**src/rtl/ins_mem_loader.sv**
```systemverilog
// ins_mem_loader: boot-time loader that assembles big-endian words from a byte
// stream, writes them to instruction memory and verifies a trailing checksum.
`default_nettype none

module ins_mem_loader #(
    parameter logic [31:0] BASE_ADDR = 32'h0000_0000,
    parameter int unsigned MAX_WORDS = 128
) (
    input  logic        CLK,
    input  logic        RST,
    input  logic        Start,
    input  logic [15:0] Len,
    input  logic [7:0]  ByteIn,
    input  logic        ByteValid,
    output logic        ByteReady,
    output logic [31:0] IAddr,
    output logic [31:0] DataIn,
    output logic        InsWr,
    output logic        CpuRST,
    output logic        Busy,
    output logic        Done,
    output logic        Err
);

    typedef enum logic [2:0] {
        S_IDLE  = 3'd0,
        S_RECV  = 3'd1,
        S_WRITE = 3'd2,
        S_CHECK = 3'd3,
        S_DONE  = 3'd4,
        S_ERR   = 3'd5
    } state_t;

    localparam logic [16:0] MAX_LEN = 17'(MAX_WORDS);

    state_t      state_q, state_d;
    logic [15:0] len_q, len_d;
    logic [15:0] idx_q, idx_d, idx_inc;
    logic [1:0]  bcnt_q, bcnt_d;
    logic [23:0] shift_q, shift_d;
    logic [31:0] sum_q, sum_d;
    logic [31:0] iaddr_q, iaddr_d;
    logic [31:0] data_q, data_d;
    logic        ready_q, ready_d;
    logic        inswr_q, inswr_d;
    logic        cpurst_q, cpurst_d;
    logic        busy_q, busy_d;
    logic        done_q, done_d;
    logic        err_q, err_d;
    logic [31:0] word;
    logic        xfer;

    always_comb begin
        state_d = state_q;
        len_d   = len_q;
        idx_d   = idx_q;
        bcnt_d  = bcnt_q;
        shift_d = shift_q;
        sum_d   = sum_q;
        iaddr_d = iaddr_q;
        data_d  = data_q;
        word    = {shift_q, ByteIn};
        idx_inc = idx_q + 16'd1;
        // ready_q mirrors the current state, so it doubles as the handshake qualifier
        xfer    = ready_q && ByteValid;

        case (state_q)
            S_IDLE, S_DONE, S_ERR: begin
                if (Start) begin
                    len_d   = Len;
                    idx_d   = 16'd0;
                    bcnt_d  = 2'd0;
                    shift_d = 24'd0;
                    sum_d   = 32'd0;
                    if ({1'b0, Len} > MAX_LEN) begin
                        state_d = S_ERR;
                    end else if (Len == 16'd0) begin
                        state_d = S_CHECK;
                    end else begin
                        state_d = S_RECV;
                    end
                end
            end
            S_RECV: begin
                if (xfer) begin
                    bcnt_d  = bcnt_q + 2'd1;
                    shift_d = {shift_q[15:0], ByteIn};
                    if (bcnt_q == 2'd3) begin
                        state_d = S_WRITE;
                        data_d  = word;
                        iaddr_d = BASE_ADDR + {14'd0, idx_q, 2'b00};
                    end
                end
            end
            S_WRITE: begin
                sum_d   = sum_q + data_q;
                idx_d   = idx_inc;
                state_d = (idx_inc == len_q) ? S_CHECK : S_RECV;
            end
            S_CHECK: begin
                if (xfer) begin
                    bcnt_d  = bcnt_q + 2'd1;
                    shift_d = {shift_q[15:0], ByteIn};
                    if (bcnt_q == 2'd3) begin
                        state_d = (word == sum_q) ? S_DONE : S_ERR;
                    end
                end
            end
            default: state_d = S_IDLE;
        endcase

        // Status outputs are registered from the next state so they track state_q exactly
        ready_d  = (state_d == S_RECV) || (state_d == S_CHECK);
        inswr_d  = (state_d == S_WRITE);
        busy_d   = (state_d == S_RECV) || (state_d == S_WRITE) || (state_d == S_CHECK);
        done_d   = (state_d == S_DONE);
        cpurst_d = (state_d == S_DONE);
        err_d    = (state_d == S_ERR);
    end

    always_ff @(posedge CLK or negedge RST) begin
        if (!RST) begin
            state_q  <= S_IDLE;
            len_q    <= 16'd0;
            idx_q    <= 16'd0;
            bcnt_q   <= 2'd0;
            shift_q  <= 24'd0;
            sum_q    <= 32'd0;
            iaddr_q  <= BASE_ADDR;
            data_q   <= 32'd0;
            ready_q  <= 1'b0;
            inswr_q  <= 1'b0;
            cpurst_q <= 1'b0;
            busy_q   <= 1'b0;
            done_q   <= 1'b0;
            err_q    <= 1'b0;
        end else begin
            state_q  <= state_d;
            len_q    <= len_d;
            idx_q    <= idx_d;
            bcnt_q   <= bcnt_d;
            shift_q  <= shift_d;
            sum_q    <= sum_d;
            iaddr_q  <= iaddr_d;
            data_q   <= data_d;
            ready_q  <= ready_d;
            inswr_q  <= inswr_d;
            cpurst_q <= cpurst_d;
            busy_q   <= busy_d;
            done_q   <= done_d;
            err_q    <= err_d;
        end
    end

    assign ByteReady = ready_q;
    assign IAddr     = iaddr_q;
    assign DataIn    = data_q;
    assign InsWr     = inswr_q;
    assign CpuRST    = cpurst_q;
    assign Busy      = busy_q;
    assign Done      = done_q;
    assign Err       = err_q;

endmodule

`default_nettype wire

```
**config.mk**
```make
export PLATFORM = sky130hd
export DESIGN_NAME = ins_mem_loader
export DESIGN_NICKNAME = d
export VERILOG_FILES = /design/src/rtl/ins_mem_loader.sv
export SDC_FILE = /design/constraint.sdc
export NUM_CORES = 1
export LEC_CHECK = 0
export CORE_MARGIN = 3
export CORE_UTILIZATION = 45
export CTS_BUF_LIST = sky130_fd_sc_hd__clkbuf_2 sky130_fd_sc_hd__clkbuf_4 sky130_fd_sc_hd__clkbuf_8
export CTS_CLUSTER_SIZE = 14
export DETAILED_ROUTE_END_ITERATION = 10
export HOLD_SLACK_MARGIN = 0.03
export PLACE_DENSITY = 0.73
export SLEW_MARGIN = 10
export SYNTH_ARGS = -nofsm -noshare
export SYNTH_HDL_FRONTEND = slang
export SYNTH_SLANG_ARGS = --single-unit
```
**constraint.sdc**
```tcl
create_clock -name CLK -period 2.27 [get_ports CLK]
set_input_delay 0.454 -clock CLK [delete_from_list [all_inputs] [get_ports CLK]]
set_output_delay 0.454 -clock CLK [all_outputs]
set_load 0.005 [all_outputs]
```
* Word-level counts from Yosys, hierarchy flattened
Cells that the tools add are included.
** Storage, ports and cells
- Flip-flop bits (word level) :: 146
- Bits of input ports :: 28
- Logic and storage cells :: 66
** Operators by class
- Magnitude comparators :: 1
- Add/subtract/negate cells :: 3
- Reductions and logical operators :: 14
- Multiplexer cells :: 20
- Eq/ne operators :: 15
** Operators with widths (count)
- $pmux 32 s2 :: 1
- $mux 24 :: 2
- $pmux 24 s2 :: 1
- $add 32x32->32 :: 1
- $eq 32x32->1 :: 1
- $mux 32 :: 1
- $pmux 16 s2 :: 1
- $mux 3 :: 6
- $add 16x1->16 const B :: 1
- $eq 16x16->1 :: 1
- $gt 16x8->1 const B :: 1
- $logic_not 16->1 :: 1
- $mux 16 :: 1
- $eq 3x2->1 const B :: 4
- $eq 3x3->1 const B :: 4
- $pmux 3 s4 :: 1
- $mux 2 :: 4
- $eq 3x1->1 const B :: 2
- $reduce_and 3->1 :: 2
- $pmux 2 s2 :: 1
- $reduce_and 2->1 :: 2
- $reduce_bool 2->1 :: 2
- $logic_not 3->1 :: 1
- $logic_or 1x1->1 :: 3
- 8 further kinds :: 8

* Logic depth before layout (Yosys ltp)
Gate-level depths: netlist of run 1.
- Depth after elaboration :: 8
- Depth in mapped cells :: 10

* Least setup slack after synthesis of run 1
Ideal clock, no wire load.
- Path kind :: register -> register
- From :: reg data_q[0], in the netlist DataIn[0]
- To :: reg sum_q[30]
- Stages on the path, launching flop included :: 11
- Clock period less this slack :: 2.475 ns
- Arrival :: 2.353 ns
- Setup time :: 0.122 ns
- Required time :: 2.148 ns
- Setup slack :: -0.205 ns
- Path through :: dfrtp_1 -> ha_1 -> fa_1 -> a21oi_1 -> o211ai_1 -> a31oi_2 -> o211a_1 -> a31oi_4 -> a31oi_1 -> mux2i_1 -> nand2_1
** On the way
- Word-level cells in the longest chain between the ends :: 2
** Ends and longest elaborated chain
- start, declared :: line 43 : logic [31:0] data_q, data_d;
- start signal, assigned :: line 145 : data_q <= data_d;
- $add 32x32->32 :: line 96 : sum_d = sum_q + data_q;
- $pmux 32 s2 :: line 67 : case (state_q)
- end signal, assigned :: line 143 : sum_q <= sum_d;
- end, declared :: line 41 : logic [31:0] sum_q, sum_d;
No other way between the ends.
A chain may end at the register's enable or synchronous reset.

* Worst setup path after layout of run 1
- From :: reg data_q[0], in the netlist DataIn[0]
- To :: reg sum_q[28]
The elaborated chain is that of the path after synthesis.

==> results of run 1 <==
==> worst min path at each step <==
stage | start | to | slack [ns] | cells past startpoint
6_report | RST | DataIn[7] | 0.50 | 2
3_3_place_gp | RST | sum_q[6] | 0.44 | 1
2_1_floorplan | RST | Busy | 0.16 | 0
5_1_grt | bcnt_q[1] | bcnt_q[1] | 0.52 | 2
4_1_cts | bcnt_q[1] | bcnt_q[1] | 0.50 | 2
3_5_place_dp | RST | DataIn[15] | 0.44 | 1
==> worst max-delay path, delay by kind of cell, from the launching register on <==
family / cells / cell delay, ns
XOR/XNOR: 1 / 0.16
adder cells (fa/ha/maj): 2 / 0.56
flip-flops: 1 / 0.39
AO/OA/AOI/OAI: 7 / 1.22
==> layout make-up <==
class	instances	area, um2
Multi-Input combinational cell	651	4469
Sequential cell	146	3655
Inverter	10	37.54
Tap cell	225	281.5
Timing Repair Buffer	214	1883
Clock buffer	21	270.3
Clock inverter	10	182.7
Fill cell	1452	6758
==> timing repair <==
action	in CTS	in global routing
setup endpoints to repair	20	28
buffers inserted	7	7
hold buffers	1	0
endpoints found under the hold margin	48	0
resized for setup	11	30
pin swaps	22	10
cloned	0	0
==> state kept, by name, summed over array words and instances (netlist names) <==
register and cells:
Busy 1, ByteReady 1, Err 1, sum_q 32, DataIn 32, len_q 16, bcnt_q 2, Done 1
InsWr 1, shift_q 24, idx_q 16, IAddr 16, state_q 3
==> power groups by stage <==
stage	clock network [mW]	registers, mW	logic [mW]
final	2.36	4.05	4.97
after detailed placement	0	4.07	4.76
after CTS	2.40	4.05	4.88
after floorplan	0	3.96	2.47
after global routing	2.52	4.15	5.49
after global placement	0	4.04	4.67
==> Yosys cell counts, drive strengths merged, types with 2 or more instances <==
cell type  number  share of area
a211oi          4         0.0049
nand2b          4         0.0031
nor3           13         0.0079
nor2           27          0.014
a31oi           8         0.0087
o311ai          2         0.0031
xnor2          50          0.053
nand3          19          0.014
and4            4         0.0043
o21bai          4         0.0037
a21o            7         0.0064
mux2i           2         0.0024
and2            6         0.0046
a21oi          42          0.027
o31ai          12          0.011
a32o            2         0.0024
o211ai          3         0.0034
ha             33          0.050
inv            10         0.0046
o41ai           2         0.0021
o2111ai         3         0.0032
nand2         161          0.074
buf            29          0.024
o21a            2         0.0018
nand4          13         0.0099
o21ai          86          0.053
clkbuf         25          0.012
mux2           48          0.066
a21boi          2         0.0018
nor4            6         0.0061
xor2           33          0.035
a311oi          2         0.0021
a22o            5         0.0053
and3           13         0.0099
a31o            2         0.0021
dfrtp         146           0.45
nor3b           3         0.0034
==> cells by family after synthesis <==
group	after synthesis	share of synthesized area
simple gates	274	0.1552
compound gates	194	0.1484
flops	146	0.4457
xor+xnor	83	0.08869
buf+inv	64	0.04030
mux	50	0.06839
fa+ha+maj	34	0.05282
other cells	1	0.0004575
==> layout by cell type (no fill, tap or decap), drive strengths merged, types with 4 or more instances in the layout <==
| cell type | count |
|---|---|
| a211oi | 4 |
| o21ai | 86 |
| nor3 | 13 |
| nand4 | 13 |
| nor2 | 27 |
| bufinv | 5 |
| a22o | 5 |
| o31ai | 12 |
| ha | 33 |
| and3 | 13 |
| xor2 | 33 |
| conb | 16 |
| a21o | 7 |
| clkbuf | 21 |
| and2 | 6 |
| a31oi | 8 |
| buf | 133 |
| and4 | 4 |
| nand3 | 19 |
| nand2b | 4 |
| o21bai | 4 |
| dfrtp | 146 |
| clkdlybuf4s50 | 80 |
| mux2 | 48 |
| inv | 10 |
| nor4 | 6 |
| xnor2 | 50 |
| nand2 | 161 |
| a21oi | 42 |
==> per-layer routing <==
layer  vias up  global-route usage  wire (um)
met1      3482              0.3105       9638
met3        36             0.04545       1240
li1       3333                   -          -
met4         0             0.08465        474
met5         -                   0          0
met2       205              0.3521      10360
==> per-stage QoR <==
stage                     setup TNS [ns]  worst slack [ns]  area, um2  utilization  power [mW]
after floorplan                  -0.5149           -0.1424       8262            -       6.426
after global placement            -3.090           -0.2805      10020       0.5716       8.714
after detailed placement          -4.219           -0.3188      10020       0.5716       8.829
after CTS                         -2.168           -0.2258      10620       0.6053       11.33
after global routing              -4.522           -0.3228      10780       0.6147       12.16
final                             -2.086           -0.2127      10780       0.6147       11.39
==> impl_results.md, run 1 <==
* Status: complete, but fails checks
* Failing checks: negative setup slack
* Crit Reg-Reg Endpoint: sum_q[28]
* CP peak stage delay at 0.39 ns
* Port bufs at 81
* Worst-Margin Slew at 0.6164 ns
* CTS Buffer Depth at 2
* RSZ-0062 raised after global routing: yes
* Post-Route Skew at 0.009242 ns
* Crit path DAT at 2.81 ns
* Placed insts at 1231
* Clk sinks at 146
* Pin count of the biggest net entering global routing at 52
* Initial antenna violation count at 0
* Vias in the first global route at 7074
* Worst-case reg-to-reg path depth at 10
* CTS tree: built
* Reg2Reg Launch Point: DataIn[0]
* Peak supply drop at 0.0005930 V
* Period utilization at 1.094
* Syn Area/Cell at 9.689 um2
* Cell chain of the critical path: ha_2, fa_2, a21oi_2, o211ai_1, a31oi_2, o211a_4, a31oi_4, a211oi_2, xor2_1, o21ai_1
* Startpoint type of the worst setup path: flop
* Die Height at 141.0 um
* Clock slew at reported path FFs at 0.08 ns
* Cells after Synth at 846
* Final ANT Viol Nets at 0
* Slew headroom at 0.5891
* Initial detailed-routing violation count at 609
* Rows at 48
* Vias per std cell at 5.525
* Async SR Flop Fraction at 1.000
* Post-synth EDFFs at 0
* Internal power at 7.281 mW
* Core ar. at 0.01754 mm2
* Kind of critical path: reg2reg
* Max Cap Violations at 0
* Final antenna diode count at 0
* Crit path capture type: flop
* Routed Wire Length at 21720 um
* Yosys Warn Count at 0
* Initial core utilization at 0.4674
* Sw Ratio at 0.3606
* Slew Limit Fails at 0
* Final std cells w/o fill at 1277
* Crit path to: sum_q[28]
* Total track usage at 0.2250
* GR Overflow Total at 0
* P&R area growth vs syn at 31.51%
* Clock power share at 0.207
* NumNets Final at 1102
* R2r setup slk at -0.21 ns
* Yosys cell types at 67
* Post-Syn Area at 0.008197 mm2
* Endpoints failing hold at 0
* Final worst-path setup slack at -0.2127 ns
* Post-detail-place hpwl at 15600 um
* Seq/Total Area, Yosys at 0.4457
* I/O pin count at 98
* CTS buffer count at 17
* Critical path origin: DataIn[0]
* Gate power share at 0.437
* Slowest library cell on the worst path: dfrtp_1
* Static leakage at 4.940 nW
* Root Buffer: clkbuf_8
* Htree depth at 4
* Remaining DRCs at 0
* DR WL/cell at 17.01 um
* Worst hold slack at 0.4952 ns
* First-pass GRT wire length at 36000 um
* Max Fclk at 402.8 MHz
* First-pass iteration count of the detailed router at 5
* Synth Flop Type: dfrtp_1
* Via count at 7056
* GPL Wtd Cong at 0.8844
* Max FO, Critical Path at 5
* Fin crit period at 2.483 ns
* # setup viols final at 20
* DIE WIDTH at 141.0 um
* Flop pwr share at 0.356
* PwrDens at 1056 mW/mm2
* Post-synthesis register bit count at 146
* Die Footprint at 0.01987 mm2
* Worst-skew pair later-pin latency at 0.46 ns
* Worst hold path class: in2async
* Share of layout cells above drive strength 1 at 0.2538
* Req. time, crit path at 2.59 ns
* Switching power at 4.107 mW
No activity file was read; power rests on OpenSTA's default activity.
==> run 2, diff against run 1 <==
CORE_UTILIZATION = 53   (was 45)
HOLD_SLACK_MARGIN = 0.1   (was 0.03)
PLACE_DENSITY = 0.83   (was 0.73)
==> run 2 against run 1 <==
Net effect: the flow still finishes with violations (negative setup slack); cell count shrank 4.4%; clock skew grew 0.0057 ns; non-clock buffer count shrank 16; hold slack gained 0.0015 ns; maximum frequency shrank 3.7%; critical path depth is the same; combinational power shrank 1%; die area shrank 14%; first-iteration DRC count grew 8.4%; via count grew 2.1%; clock power shrank 12%; flip-flop and latch count is the same.
==> impl_results.md, run 2 (synthesis gave the netlist of run 1 again) <==
* Total track usage at 0.2704
* Register area at 0.003654 mm2
* Slew Limit Fails at 0
* Worst-skew pair later-pin latency at 0.47 ns
* Port bufs at 81
* Post-route setup TNS at -3.963 ns
* Final worst-path setup slack at -0.3092 ns
* Via count at 7207
* DR WL/cell at 18.27 um
* CTS Buffer Depth at 2
* Multi-input gate area at 0.004463 mm2
* PwrDens at 1048 mW/mm2
* Reg2Reg Launch Point: sum_q[0]
* Slew headroom at 0.6107
* Final std cells w/o fill at 1221
* Failing checks: negative setup slack
* Commonest cells after routing, fill and taps aside: 161 x nand2_1, 146 x dfrtp_1, 108 x buf_4
* Fin crit period at 2.579 ns
* Clk sinks at 146
* Routed Wire Length at 22310 um
* RSZ-0062 raised after global routing: yes
* Startpoint type of the worst setup path: flop
* Htree depth at 4
* Req. time, crit path at 2.60 ns
* Remaining DRCs at 0
* CTS tree: built
* Critical path origin: sum_q[0]
* Crit path capture type: flop
* Period utilization at 1.136
* NumNets Final at 1086
* Commonest non-fill, non-tap cell in the layout: nand2_1
* First-pass iteration count of the detailed router at 7
* Max Fclk at 387.7 MHz
* Post-Route Skew at 0.01491 ns
* Final ANT Viol Nets at 0
* Peak supply drop at 0.0007307 V
* Vias per std cell at 5.903
* # setup viols final at 22
* P&R area growth vs syn at 28.73%
* First-pass GRT wire length at 35890 um
* Initial detailed-routing violation count at 660
* Initial antenna violation count at 0
* DIE WIDTH at 130.4 um
* Endpoints failing hold at 0
* Final antenna diode count at 0
* Worst-Margin Slew at 0.5839 ns
* Worst hold path class: in2async
* Filler cell count at 1027
* Die Footprint at 0.01699 mm2
* Root Buffer: clkbuf_8
* Rows at 44
* I/O pin count at 98
* Post-route cell area at 0.01055 mm2
* Clock slew at reported path FFs at 0.08 ns
* Static leakage at 4.857 nW
* Post-detail-place hpwl at 15370 um
* Design Power at 11.05 mW
* Kind of critical path: reg2reg
* Share of layout cells above drive strength 1 at 0.2363
* Status: complete, but fails checks
* Max FO, Critical Path at 5
* Vias in the first global route at 7097
* CTS buffer count at 17
* Max Cap Violations at 0
* Initial core utilization at 0.5535
* GR Overflow Total at 0
* Crit path DAT at 2.91 ns
* GPL Wtd Cong at 0.9527
* Pin count of the biggest net entering global routing at 52
* Core ar. at 0.01481 mm2
* Placed insts at 1174
* Die Height at 130.4 um
* Dpl cell area at 0.009852 mm2
run 2: area by class of cell:
cell class,count,share of cell area
multi-input combinational,651,0.4230
sequential,146,0.3463
timing repair buffer,198,0.1674
clock buffer,20,0.02550
tap,184,0.02182
clock inverter,12,0.01245
inverter,10,0.003557
run 2: power by group:
group	leakage [nW]	internal, mW	switching [mW]
Sequential	1.94	3.35	0.704
Combinational	2.72	2.49	2.43
Clock	0.195	1.05	1.04
Total	4.86	6.88	4.17
run 2: critical path, cell delays in order, from the launching register on:
cell and delay [ns]:
dfrtp_1 0.40, ha_2 0.21, fa_2 0.35, a21oi_2 0.19, o211ai_1 0.12, a31oi_2 0.33
o211a_4 0.23, a31oi_4 0.14, a211oi_2 0.24, xor2_1 0.16, o21ai_1 0.07
run 2: stage by stage:
step	util	setup WS, ns	hold slack (ns)
after global placement	0.6653	-0.2975	0.4341
after floorplan	-	-0.1424	0.1584
after detailed placement	0.6653	-0.3353	0.4336
after CTS	0.7018	-0.2371	0.4990
final	0.7125	-0.3092	0.4967
after global routing	0.7125	-0.3950	0.5197
run 2: path summary, 6_finish.rpt:
check	endpoint	slack [ns]	cells past startpoint
worst max register to register	sum_q[28]	-0.31	10
worst max-delay path	sum_q[28]	-0.31	10
worst min register to register	bcnt_q[1]	0.50	2
max in group asynchronous	shift_q[5]	1.05	3
worst min-delay path	sum_q[15]	0.50	2
min in group CLK	bcnt_q[1]	0.50	2
run 2: timing repair:
item	4_1_cts	5_1_grt
endpoints found under the hold margin	47	0
buffers inserted	7	9
setup endpoints to repair	20	25
hold buffers	1	0
resized for setup	14	23
pin swaps	17	32
run 2: routing by layer:
metal	vias up	track usage	part of all wire
li1	3314	-	-
met1	3512	0.3636	0.42
met2	306	0.4309	0.47
met3	75	0.04707	0.061
met4	0	0.1222	0.040
met5	-	0	0
==> patch: new RTL, config.mk and constraints of run 1 <==
Take the reset off `shift_q`, `sum_q` and `data_q` and load them in a clocked block of their own.
--- a/src/rtl/ins_mem_loader.sv
+++ b/src/rtl/ins_mem_loader.sv
@@ -125,8 +125,5 @@
             idx_q    <= 16'd0;
             bcnt_q   <= 2'd0;
-            shift_q  <= 24'd0;
-            sum_q    <= 32'd0;
             iaddr_q  <= BASE_ADDR;
-            data_q   <= 32'd0;
             ready_q  <= 1'b0;
             inswr_q  <= 1'b0;
@@ -140,8 +137,5 @@
             idx_q    <= idx_d;
             bcnt_q   <= bcnt_d;
-            shift_q  <= shift_d;
-            sum_q    <= sum_d;
             iaddr_q  <= iaddr_d;
-            data_q   <= data_d;
             ready_q  <= ready_d;
             inswr_q  <= inswr_d;
@@ -151,4 +145,10 @@
             err_q    <= err_d;
         end
+    end
+
+    always_ff @(posedge CLK) begin
+        shift_q <= shift_d;
+        sum_q   <= sum_d;
+        data_q  <= data_d;
     end
 
Formal check against the unedited RTL: not equivalent (Yosys sat finds a counterexample within 10 cycles, from zero or initial values and one cycle with RST low; the reset may be asserted at any time).
==> patch against run 1 <==
The run still ends with setup timing left. Via count decreased by 6.2%. Cell area increased by 4.1%. Synthesized cell count decreased by 12%. Worst setup slack got worse by 0.14 ns. Wire length decreased by 0.91%. Synthesized area decreased by 2.8%. Sequential cell count unchanged. Total power decreased by 5.0%. Clock power increased by 3%. Largest power group unchanged.
==> patch: results (changes against run 1) <==
stage,metric,value,unit,change
status,status,finished with violations,,
status,violations,setup timing,,
finish,multi_input_area_share,36.5,%,-5.0 points
timing,setup_violations,21,,+5.0%
worst_setup_path,slowest_stage,edfxtp_1,,
finish,nMultiInputCombCells,554,,-15%
synthesis,synth_area_leaders,"edfxtp_1 (33%), dfrtp_1 (18%), xnor2_1 (6.2%)",,
worst_setup_path,slowest_delay,0.46,ns,+0.07 ns
placement,gp_congestion,0.942,,+6.5%
placement,dpl_cell_area,0.0101,mm2,+0.92%
synthesis,synthMuxAreaShare,2.39,%,-4.5 points
synthesis,synth-xor-area-share,9.23,%,+0.36 points
worst_setup_path,worst_ep_arrival_time,2.85,ns,+0.04 ns
power,ir_drop,0.511,mV,-14%
synthesis,synth_edf_count,88,,+88
cts,ctsResizeCount,33,,+22
finish,clkbuf_count,23,,+9.5%
finish,clk_share,4.27,%,+0.067 points
finish,fin_nets,1053,,-4.4%
finish,drive_gt1_share,30.6,%,+5.2 points
routing,wl_per_cell,17.5,um,+3.0%
routing,drt_iter0_drc,496,,-19%
timing,layout_setup_ws,-0.351,ns,-0.139 ns
power,p_int,7.14,mW,-2.0%
floorplanning,dieArea,0.0193,mm2,-2.6%
routing,vias,6617,,-6.2%
synthesis,avgSynthCellArea,10.7,um2,+11%
finish,fillers,1279,,-12%
synthesis,synth_compound_gate_area_share,11.5,%,-3.3 points
timing,relSlewSlack,51.6,%,-7.4 points
timing,finalClockSkew,0.0130,ns,+0.00373 ns
synthesis,yosysSeqAreaShare,51.4,%,+6.8 points
worst_setup_path,rr_startpoint,sum_q[1],,
-- patch: cell types whose count changed in the layout (fill, tap and decap cells not counted), sizes merged, moves of 7 or more --
cell | before | now
dfrtp | 146 | 58
nand2 | 161 | 86
edfxtp | 0 | 88
and3 | 13 | 6
o21ai | 86 | 46
mux2 | 48 | 16
a21o | 7 | 15
buf | 133 | 178
nor2 | 27 | 62
and2 | 6 | 30
-- patch: metal layers --
layer  wire [um]  GRT usage [%]
met1        9250           29.4
met2       10100           34.6
met3        1410           3.97
met4         755           9.58
met5           0              0
-- patch: path summary, 6_finish.rpt --
check / slack, ns / endpoint
setup / recovery: -0.35 / sum_q[19]
hold / removal: 0.13 / IAddr[10]
setup reg to reg: -0.35 / sum_q[19]
min in group CLK: 0.40 / DataIn[0]
max in group asynchronous: 1.63 / idx_q[2]
hold reg to reg: 0.48 / DataIn[24]
